[config.mk]
export PLATFORM = sky130hd
export DESIGN_NAME = mem_port_arbiter
export DESIGN_NICKNAME = d
export VERILOG_FILES = /design/src/rtl/mem_port_arbiter.sv
export SDC_FILE = /design/constraint.sdc
export NUM_CORES = 1
export LEC_CHECK = 0
export ABC_AREA = 1
export CORE_AREA = 2 2 106 108
export CTS_BUF_LIST = sky130_fd_sc_hd__clkbuf_4 sky130_fd_sc_hd__clkbuf_8
export DETAILED_ROUTE_END_ITERATION = 8
export DIE_AREA = 0 0 108 110
export GPL_TIMING_DRIVEN = 0
export PLACE_DENSITY_LB_ADDON = 0.08
export SLEW_MARGIN = 20
export SYNTH_ARGS = -nofsm -noshare
export SYNTH_HDL_FRONTEND = slang
export SYNTH_SLANG_ARGS = --single-unit
[constraint.sdc]
create_clock -name clk -period 2.14 [get_ports clk]
set_input_delay 0.535 -clock clk [delete_from_list [all_inputs] [get_ports clk]]
set_output_delay 0.535 -clock clk [all_outputs]
set_load 0.005 [all_outputs]
[src/rtl/mem_port_arbiter.sv]
// Two-requester arbiter (fetch + data) sharing one single-port memory.
// Data wins by default; a fetch starved for STARVE_LIMIT data grants takes the next slot.
module mem_port_arbiter #(
  parameter int STARVE_LIMIT = 2
) (
  input  logic        clk,
  input  logic        rst,
  input  logic        if_req,
  input  logic [31:0] if_adr,
  input  logic        if_flush,
  output logic        if_gnt,
  output logic        if_rvalid,
  output logic [31:0] if_rdata,
  input  logic        d_req,
  input  logic        d_we,
  input  logic [31:0] d_adr,
  input  logic [31:0] d_wdata,
  input  logic [3:0]  d_wmask,
  output logic        d_gnt,
  output logic        d_rvalid,
  output logic [31:0] d_rdata,
  output logic        m_en,
  output logic        m_we,
  output logic [31:0] m_adr,
  output logic [31:0] m_wdata,
  output logic [3:0]  m_wmask,
  input  logic [31:0] m_rdata
);

  typedef enum logic [1:0] {TAG_NONE, TAG_IF, TAG_DRD, TAG_DWR} tag_e;

  localparam logic [2:0] LIMIT = 3'(STARVE_LIMIT);

  tag_e       tag_q, tag_d;
  logic [2:0] starve_q, starve_d;

  // Grant selection and memory command; rst gating keeps every output low during reset.
  always_comb begin
    if_gnt  = rst && if_req && !if_flush && (!d_req || starve_q == LIMIT);
    d_gnt   = rst && d_req && !if_gnt;
    m_en    = if_gnt || d_gnt;
    m_we    = d_gnt && d_we;
    m_adr   = '0;
    m_wdata = '0;
    m_wmask = '0;
    if (if_gnt) begin
      m_adr = if_adr;
    end else if (d_gnt) begin
      m_adr   = d_adr;
      m_wdata = d_wdata;
      m_wmask = d_wmask;
    end
  end

  always_comb begin
    tag_d = TAG_NONE;
    if (if_gnt)
      tag_d = TAG_IF;
    else if (d_gnt)
      tag_d = d_we ? TAG_DWR : TAG_DRD;

    starve_d = starve_q;
    if (!if_req || if_gnt)
      starve_d = '0;
    else if (d_gnt && starve_q != LIMIT)
      starve_d = starve_q + 3'd1;
  end

  always_ff @(posedge clk or negedge rst) begin
    if (!rst) begin
      tag_q    <= TAG_NONE;
      starve_q <= '0;
    end else begin
      tag_q    <= tag_d;
      starve_q <= starve_d;
    end
  end

  // A flush in the response cycle squashes the fetch completion that was in flight.
  always_comb begin
    if_rvalid = rst && (tag_q == TAG_IF) && !if_flush;
    if_rdata  = if_rvalid ? m_rdata : '0;
    d_rvalid  = rst && (tag_q == TAG_DRD || tag_q == TAG_DWR);
    d_rdata   = (rst && tag_q == TAG_DRD) ? m_rdata : '0;
  end

endmodule

After elaboration in Yosys (flattened, before gate mapping)
Index checks and enable logic that the tools add are counted.
Storage, ports and cells
  output and inout port bits: 138
  word-level logic and storage cells: 41
  register bits: 5
  input bits: 138
Operators by class
  mux-type cells: 13
  $add $sub $neg: 1
  reductions and logical operators: 20
  equality and inequality tests: 5
Operators with widths (number)
  32-bit 2-to-1 mux: 6
  1-bit logical AND: 11
  4-bit 2-to-1 mux: 2
  3-bit 2-to-1 mux: 2
  2-bit == test (second input constant): 2
  1-bit logical NOT: 4
  1-bit logical OR: 4
  2-bit 2-to-1 mux: 2
  3-bit by 1-bit adder with 3-bit output (second input constant): 1
  3-bit by 2-bit == test with 1-bit output (second input constant): 1
  3-bit by 2-bit != test with 1-bit output (second input constant): 1
  2-bit by 1-bit == test with 1-bit output (second input constant): 1
  2-bit nonzero test: 1
  1-bit 2-to-1 mux: 1

Depth between registers and ports, before layout
Gate-level depths: netlist of run 1.
  depth after elaboration: 8
  gate-level depth with buffers: 9
  mapped depth without buffers: 8

Worst setup path after synthesis of run 1
Ideal clock, no wire load.
  path kind: reg2out
  start: register starve_q[0]
  end: output m_wdata[13]
  cell stages (with the launch flop): 10
  arrival time: 1.276 ns
  slack: 0.329 ns
  data required time: 1.605 ns
  buffers on the path: 2
  cell sequence: dfrtp_1 > inv_1 > ha_1 > nand2_4 > nand2_2 > nand2_4 > nand2_2 > buf_6 > buf_6 > nor2_2
Between the ends
  word-level cells in the longest chain between the ends: 7
Ends and longest elaborated chain
  start, declared: RTL line 35  | logic [2:0] starve_q, starve_d;
  start signal, assigned: RTL line 75  | starve_q <= starve_d;
  3-bit by 2-bit == test with 1-bit output (*): RTL line 39  | if_gnt = rst && if_req && !if_flush && (!d_req || starve_q == LIMIT);
  1-bit logical OR (*): RTL line 39
  1-bit logical AND (*): RTL line 39
  1-bit logical NOT: RTL line 40  | d_gnt = rst && d_req && !if_gnt;
  1-bit logical AND: RTL line 40
  32-bit 2-to-1 mux: RTL line 48  | end else if (d_gnt) begin
  32-bit 2-to-1 mux (*): RTL line 46  | if (if_gnt) begin
  end, declared: RTL line 25  | output logic [31:0] m_wdata,
Every way passes the cells marked *; elsewhere a longest branch is shown, timed or not.

Final worst setup path of run 1
  start: register starve_q[1]
  end: output m_wdata[29]
The elaborated chain is that of the path after synthesis.

==> impl_metrics.tcl, run 1 <==
set metrics [dict create \
    cts_inserted_buffers 3 \
    gr-total-overflow 0 \
    wl_per_cell_um 12.4 \
    cp_cell_sequence "ha_4, nand2_4, nand2_4, nand2_8, nand2_4, buf_12, buf_12, buf_8, nor2_2, buf_2" \
    topRoutingLayerUsed "met4" \
    fp.dieW_um 108 \
    period_minus_slack_ps 2230 \
    final_hold_viol_count 0 \
    die_y_um 110 \
    drc 0 \
    p_total_mw 0.967 \
    root_buffer "clkbuf_8" \
    place.port_buffers 275 \
    synth_edf_count 0 \
    dr_wl_met3_um 1060 \
    cp-start-kind "flop" \
    hold_path_class "in -> async" \
    rsz0062_at_grt "yes" \
    synth-seq-cells 5 \
    syn_nets 470 \
    tritoncts "done" \
    ys.flop_type "dfrtp_1" \
    worst_pin_slew_ps 245 \
    n_antenna_cell 0 \
    vias_per_cell 3.88 \
    r2r_start "starve_q[0]" \
    grt_max_degree 11 \
    gp_congestion 0.802 \
    slowest_delay_ps 410 \
    path_max_fanout 7 \
    setup_tns_ps -1300 \
    antenna_found_initial 0 \
    grt_usage_pct 14.3 \
    yosysSeqAreaShare_pct 8.16 \
    clock_sinks 5 \
    nets 784 \
    layout-drive-gt1-share_pct 32.2 \
    maxSlewHeadroom_pct 83.5 \
    wl_met1_um 2940 \
    slowest_stage "dfrtp_1" \
    met2_wirelength_um 5590 \
    yosys_warnings 0 \
    period_share_pct 104 \
    leakagePower_nw 2.92 \
    ys_types 19 \
    worstPathRequired_ps 1600 \
    violations "setup timing" \
    die-area_um2 11900 \
    dr.first_iter.drc_count 49 \
    async_flop_share_pct 100 \
    syn_to_final_growth_pct 221 \
    hpwl_um 7850 \
    avgSynthCellArea_um2 4.65 \
    fin_cells 783 \
    cts_buffer_depth 2 \
    core_area_um2 10700 \
    core.rowCount 38 \
    grt_pass1_vias 2801 \
    maxCapViolCount 0 \
    grt_pass1_wl_um 13500 \
    clk_latency_ps 230 \
    path_class "reg -> out" \
    ir_worst_vdd_mv 0.0967 \
    worstRegToRegCells 11 \
    ant_nets 0 \
    syn_inst 330 \
    power-per-cell-area_nw_per_um2 196 \
    dp.cells 745 \
    critPathCaptureType "primary output" \
    cp.arrival_ps 1700 \
    start_util_pct 14.3 \
    slew_viol_final 0 \
    dr.pass1.iters 4 \
    routed_wl_um 9710 \
    finalClockSkew_ps 6.40 \
    fin_ws_ps -90.2 \
    r2r_end "tag_q[1]" \
    io_pins 276 \
    status "complete, but fails checks" \
    synth_area_um2 1530 \
    fmax_mhz 448 \
    cp_common_cell "nand2_4" \
    clkTransAtPathRegs_ps 40 \
    cts-htree-levels 1 \
    setup_viol 20 \
    holdWs_ps 92.1 \
    dr_total_vias 3039 \
    rrSetupSlack_ps 630 \
]
routing by layer:
layer / GRT usage (%) / up-vias
met4: 3.39 / 0
met2: 30.4 / 149
met5: 0 / -
li1: - / 1562
met1: 12.9 / 1320
met3: 4.59 / 8
flip-flops by register name, summed over array words and instances, names as in the netlist:
| signal | flops |
|---|---|
| starve_q | 3 |
| tag_q | 2 |
logic make-up (layout without fill, tap and decap cells):
| logic type | after synthesis | after routing | synth area share, % |
|---|---|---|---|
| AO/OA/AOI/OAI | 2 | 2 | 0.652 |
| adder cells (fa/ha/maj) | 2 | 2 | 1.63 |
| buffers and inverters | 98 | 411 | 27.2 |
| flip-flops | 5 | 5 | 8.16 |
| AND/OR/NAND/NOR | 223 | 223 | 62.3 |
report_power, final:
part	internal [mW]	leakage (nW)	switching (mW)
clock	0.126	0.0255	0.0552
sequential	0.0992	0.0672	0.00280
combinational	0.429	2.83	0.255
total	0.654	2.92	0.313
per-stage QoR:
step                      utilization, %  cell area (um^2)  setup slack [ps]
after floorplan                        -              1530               329
after global placement              41.7              4460             -1040
after detailed placement            41.7              4460             -1070
after CTS                           44.1              4720             -88.3
after global routing                46.0              4920              -147
final                               46.0              4920             -90.2
critical path: cells and delay by family (launching register included):
kind          cells  cell delay, ps
buf+inv           4             510
simple gates      5             360
flops             1             410
fa+ha+maj         1             180
synth_stat cells, types with 2 or more instances:
library cell | instances | area (um^2)
nand2_2 | 2 | 12.5
nand2_1 | 77 | 289
dfrtp_1 | 5 | 125
nor2_1 | 86 | 323
buf_4 | 4 | 30.0
buf_2 | 7 | 35.0
inv_1 | 76 | 285
nand3_1 | 34 | 170
nand2_4 | 2 | 22.5
buf_6 | 2 | 22.5
nor2_2 | 20 | 125
clkbuf_1 | 6 | 22.5
inv_2 | 2 | 7.51
ha_1 | 2 | 25.0
timing repair:
| item | 4_1_cts | 5_1_grt |
|---|---|---|
| hold buffers | 0 | 0 |
| gates cloned | 5 | 2 |
| resized for setup | 431 | 81 |
| pin swaps | 11 | 21 |
| endpoints found under the setup margin | 138 | 75 |
| setup buffers | 31 | 3 |
area by class of cell:
cell class	count	area (um^2)
inverter	78	303
sequential	5	125
clock inverter	1	5.00
fill	1152	5780
multi-input combinational	227	1250
clock buffer	3	41.3
timing repair buffer	313	2790
tap	140	175
buffer	16	229
placed cells by master (no fill, tap or decap), drive strengths merged:
master	Yosys	routed
clkinv	0	1
dfrtp	5	5
clkbuf	6	22
clkdlybuf4s50	0	134
nand4	1	1
nand2	81	81
nand3	34	34
o21ai	1	1
nand3b	1	1
nor2	106	106
dlygate4sd2	0	64
inv	78	78
ha	2	2
a21oi	1	1
clkdlybuf4s15	0	2
buf	14	110
worst max-delay path by stage:
| stage | from | endpoint | slack (ps) | cells past startpoint |
|---|---|---|---|---|
| after global placement | rst | m_adr[12] | -1040 | 8 |
| after CTS | starve_q[1] | m_wdata[29] | -90 | 10 |
| after floorplan | starve_q[0] | m_wdata[13] | 330 | 9 |
| final | starve_q[1] | m_wdata[29] | -90 | 10 |
| after global routing | starve_q[1] | m_wdata[27] | -150 | 10 |
| after detailed placement | rst | m_adr[29] | -1070 | 8 |
No activity file was read; power rests on OpenSTA's default activity.
==> run 2, diff against run 1 <==
--- a/config.mk
+++ b/config.mk
@@ -6,10 +6,10 @@
 export NUM_CORES = 1
 export LEC_CHECK = 0
 export ABC_AREA = 1
-export CORE_AREA = 2 2 106 108
+export CORE_AREA = 4 4 105 107
 export CTS_BUF_LIST = sky130_fd_sc_hd__clkbuf_4 sky130_fd_sc_hd__clkbuf_8
 export DETAILED_ROUTE_END_ITERATION = 8
-export DIE_AREA = 0 0 108 110
+export DIE_AREA = 0 0 109 111
 export GPL_TIMING_DRIVEN = 0
 export PLACE_DENSITY_LB_ADDON = 0.08
 export SLEW_MARGIN = 20
==> impl_metrics.tcl, run 2 (synthesis gave the netlist of run 1 again) <==
set metrics [dict create \
    hpwl_um 8390 \
    cp.arrival_ps 1750 \
    status "complete, but fails checks" \
    postCtsHoldBufs 0 \
    slowest_delay_ps 400 \
    core_area_um2 10100 \
    slew_viol_final 0 \
    biggestRegsByFlops "starve_q x3, tag_q x2" \
    layout-drive-gt1-share_pct 38.5 \
    cp_common_cell "nand2_4" \
    leakagePower_nw 2.89 \
    cp-start-kind "flop" \
    setup_viol 41 \
    rsz0062_at_grt "yes" \
    period_minus_slack_ps 2290 \
    final_cell_mix "clkdlybuf4s50_1 (134), inv_1 (72), nor2_1 (66), buf_2 (58), nand2_1 (52)" \
    period_share_pct 107 \
    gp_congestion 0.748 \
    grt_pass1_wl_um 14800 \
    drc 0 \
    clk_latency_ps 220 \
    fin_cells 796 \
    critPathCaptureType "primary output" \
    n_antenna_cell 0 \
    maxSlewHeadroom_pct 85.4 \
    worst_pin_slew_ps 217 \
    nets 801 \
    dr.first_iter.drc_count 73 \
    grt_usage_pct 15.0 \
    ant_nets 0 \
    fp.dieW_um 109 \
    crit_buf_inv 5 \
    io_pins 276 \
    largest_reg_flops 3 \
    syn_to_final_growth_pct 229 \
    slowest_stage "dfrtp_1" \
    place.port_buffers 275 \
    die-area_um2 12100 \
    design_area_um2 5040 \
    cts-htree-levels 1 \
    finalClockSkew_ps 0.916 \
    path_class "reg -> out" \
    cp_top_family "buffers and inverters" \
    die_y_um 111 \
    cp_cell_sequence "ha_4, nand2_4, nand2_4, nand2_8, buf_12, nand2_4, buf_8, buf_12, buf_4, nor2_2, buf_2" \
    final_hold_viol_count 0 \
    clkTransAtPathRegs_ps 40 \
    tritoncts "done" \
    cts_inserted_buffers 3 \
    path_max_fanout 6 \
    wl_per_cell_um 12.6 \
    preCtsSetupSlack_ps -1060 \
    top_register "starve_q" \
    maxCapViolCount 0 \
    worstPathRequired_ps 1600 \
    gr-total-overflow 0 \
    dr_total_vias 3090 \
    routed_wl_um 10000 \
    grt_pass1_vias 2944 \
    final_common_cell "clkdlybuf4s50_1" \
    core.rowCount 37 \
    root_buffer "clkbuf_8" \
    start_util_pct 15.1 \
    grt_max_degree 11 \
    violations "setup timing" \
    power-per-cell-area_nw_per_um2 192 \
    dr.pass1.iters 4 \
    clock_sinks 5 \
    ir_worst_vdd_mv 0.102 \
    p_total_mw 0.966 \
    hold_path_class "in -> async" \
    dp.cells 741 \
    cts_buffer_depth 2 \
    fin_ws_ps -149 \
    dpl_cell_area_um2 4460 \
    fill_cells 1061 \
    vias_per_cell 3.88 \
    antenna_found_initial 0 \
    fmax_mhz 437 \
]
-- run 2: stage by stage --
step	hold slack (ps)	setup TNS [ps]	utilization (%)
floorplan	239	0	-
global placement	545	-121090	44.0
detailed placement	563	-122700	44.0
CTS	96.9	-6640	47.6
global route	88.4	-6930	49.8
finish	92.8	-2890	49.8
-- run 2: worst paths after layout --
path	startpoint	endpoint	slack (ps)	depth (start not counted)
worst max-delay path	starve_q[1]	m_wdata[21]	-150	11
worst min-delay path	rst	starve_q[0]	90	1
worst max register to register	starve_q[0]	tag_q[1]	650	11
worst min register to register	starve_q[2]	starve_q[2]	610	3
max in group asynchronous	rst	starve_q[2]	1950	1
min in group clk	if_req	starve_q[2]	600	3
-- run 2: routing by layer --
metal	vias to the layer above	part of all wire (%)	track usage, %	wire [um]
met5	-	0	0	0
met4	0	1.4	3.54	138
met3	12	14	5.53	1390
met2	172	53	29.9	5330
met1	1308	32	14.0	3170
li1	1598	-	-	-
-- run 2: timing repair --
action                                 4_1_cts  5_1_grt
gates cloned                                 1        0
setup buffers                               38       16
gates resized for setup                    407      162
pin swaps                                    5       20
endpoints found under the hold margin        0        0
setup endpoints to repair                  138       97
-- run 2: layout make-up --
type / count / area [um^2] / share of cell area [%]
plain buffers: 17 / 244 / 4.84
clock buffers: 3 / 41.3 / 0.818
clock inverters: 1 / 5.00 / 0.0992
inverters: 78 / 305 / 6.05
multi-input cells: 227 / 1240 / 24.7
flip-flops and latches: 5 / 125 / 2.48
well taps: 136 / 170 / 3.37
repair buffers: 329 / 2910 / 57.7
-- run 2: where the power goes --
group | total (mW) | internal, mW | switching (mW)
clock | 0.173 | 0.125 | 0.0479
combinational | 0.691 | 0.437 | 0.254
sequential | 0.102 | 0.0993 | 0.00248
==> run 3, diff against run 2 <==
--- a/config.mk
+++ b/config.mk
@@ -7,7 +7,7 @@
 export LEC_CHECK = 0
 export ABC_AREA = 1
 export CORE_AREA = 4 4 105 107
-export CTS_BUF_LIST = sky130_fd_sc_hd__clkbuf_4 sky130_fd_sc_hd__clkbuf_8
+export CTS_BUF_LIST = sky130_fd_sc_hd__clkbuf_16
 export DETAILED_ROUTE_END_ITERATION = 8
 export DIE_AREA = 0 0 109 111
 export GPL_TIMING_DRIVEN = 0
==> impl_metrics.tcl, run 3 (synthesis gave the netlist of run 1 again) <==
set metrics [dict create \
    setup_tns_ps -2000 \
    n_antenna_cell 0 \
    gp_congestion 0.748 \
    clock_sinks 5 \
    nets 801 \
    grt_pass1_vias 2924 \
    final_cell_mix "clkdlybuf4s50_1 (134), inv_1 (72), nor2_1 (64), buf_2 (64), nand2_1 (55)" \
    core_area_um2 10100 \
    die-area_um2 12100 \
    cp.arrival_ps 1690 \
    biggestRegsByFlops "starve_q x3, tag_q x2" \
    antenna_found_initial 0 \
    grt_max_degree 11 \
    place.port_buffers 275 \
    routed_wl_um 10300 \
    critPathCaptureType "primary output" \
    largest_reg_flops 3 \
    fmax_mhz 449 \
    r2r_start "starve_q[1]" \
    endpoint "m_wdata[29]" \
    rsz0062_at_grt "yes" \
    layout-drive-gt1-share_pct 37.9 \
    cts_inserted_buffers 3 \
    hpwl_um 8390 \
    violations "setup timing" \
    cts_buffer_depth 2 \
    grt_usage_pct 15.3 \
    finalClockSkew_ps 0.583 \
    clk_latency_ps 230 \
    die_y_um 111 \
    root_buffer "clkbuf_16" \
    rrSetupSlack_ps 730 \
    hold_path_class "in -> async" \
    setup_viol 33 \
    holdWs_ps 87.9 \
    ant_nets 0 \
    cts-htree-levels 1 \
    dr.first_iter.drc_count 81 \
    dr.pass1.iters 4 \
    cp-start-kind "flop" \
    critPathLaunch "starve_q[1]" \
    wl_per_cell_um 12.9 \
    clkTransAtPathRegs_ps 30 \
    dr_total_vias 3107 \
    fill_cells 1046 \
    slew_viol_final 0 \
    period_share_pct 104 \
    fp.dieW_um 109 \
    worstRegToRegCells 8 \
    top_register "starve_q" \
    core.rowCount 37 \
    worstPathRequired_ps 1600 \
    vias_per_cell 3.90 \
    ir_worst_vdd_mv 0.169 \
    path_max_fanout 6 \
    leakagePower_nw 2.99 \
    power-per-cell-area_nw_per_um2 217 \
    period_minus_slack_ps 2230 \
    status "complete, but fails checks" \
    maxCapViolCount 0 \
    start_util_pct 15.1 \
    fin_ws_ps -86.9 \
    syn_to_final_growth_pct 239 \
    grt_pass1_wl_um 14900 \
    gr-total-overflow 0 \
    final_hold_viol_count 0 \
    maxSlewHeadroom_pct 85.4 \
    final_util_pct 51.3 \
    drc 0 \
    worst_pin_slew_ps 217 \
    path_class "reg -> out" \
    final_common_cell "clkdlybuf4s50_1" \
    r2r_end "tag_q[0]" \
    io_pins 276 \
    tritoncts "done" \
]
run 3: cell type report:
type / count / area [um^2] / area share (%)
plain buffers: 19 / 274 / 5.26
clock buffers: 3 / 75.1 / 1.44
clock inverters: 1 / 5.00 / 0.0962
inverters: 78 / 310 / 5.96
multi-input cells: 227 / 1350 / 26.0
flip-flops and latches: 5 / 125 / 2.40
well taps: 136 / 170 / 3.27
repair buffers: 327 / 2890 / 55.6
run 3: power breakdown:
part | internal, mW | switching (mW)
clock | 0.244 | 0.0618
sequential | 0.0994 | 0.00252
combinational | 0.451 | 0.272
total | 0.794 | 0.336
run 3: worst max-delay path: stages, from the launching register on:
cell,delay (ps)
dfrtp_1,400
ha_4,180
nand2_4,70
nand2_4,60
nand2_8,110
nand2_8,60
buf_8,130
buf_12,130
buf_12,130
nor2_2,60
buf_2,120
run 3: per-layer routing:
metal / up-vias / GRT usage [%] / routed length [um]
li1: 1600 / - / -
met1: 1335 / 14.2 / 3280
met2: 164 / 30.6 / 5550
met3: 8 / 5.42 / 1340
met4: 0 / 3.28 / 114
met5: - / 0 / 0
run 3: stage by stage:
step	instances	power (mW)	area, um^2	worst slack (ps)
CTS	783	1.05	4690	-144
global placement	741	0.728	4460	-1040
floorplan	330	0.271	1530	329
global route	796	1.21	5200	-159
finish	796	1.13	5200	-86.9
detailed placement	741	0.732	4460	-1060
run 3: worst min-delay path by stage:
| stage | startpoint | endpoint | slack (ps) | cells past startpoint |
|---|---|---|---|---|
| after CTS | rst | starve_q[0] | 100 | 1 |
| after floorplan | rst | starve_q[0] | 240 | 0 |
| after global placement | starve_q[1] | starve_q[1] | 550 | 2 |
| final | rst | starve_q[2] | 90 | 1 |
| after global routing | rst | starve_q[1] | 90 | 1 |
| after detailed placement | starve_q[1] | starve_q[1] | 560 | 2 |
run 3: timing repair:
action                     CTS  global route
setup endpoints to repair  138            84
cloned                       2             1
buffers inserted            36            14
pin swaps                    9            25
hold buffers                 0             0
gates resized for setup    447           140
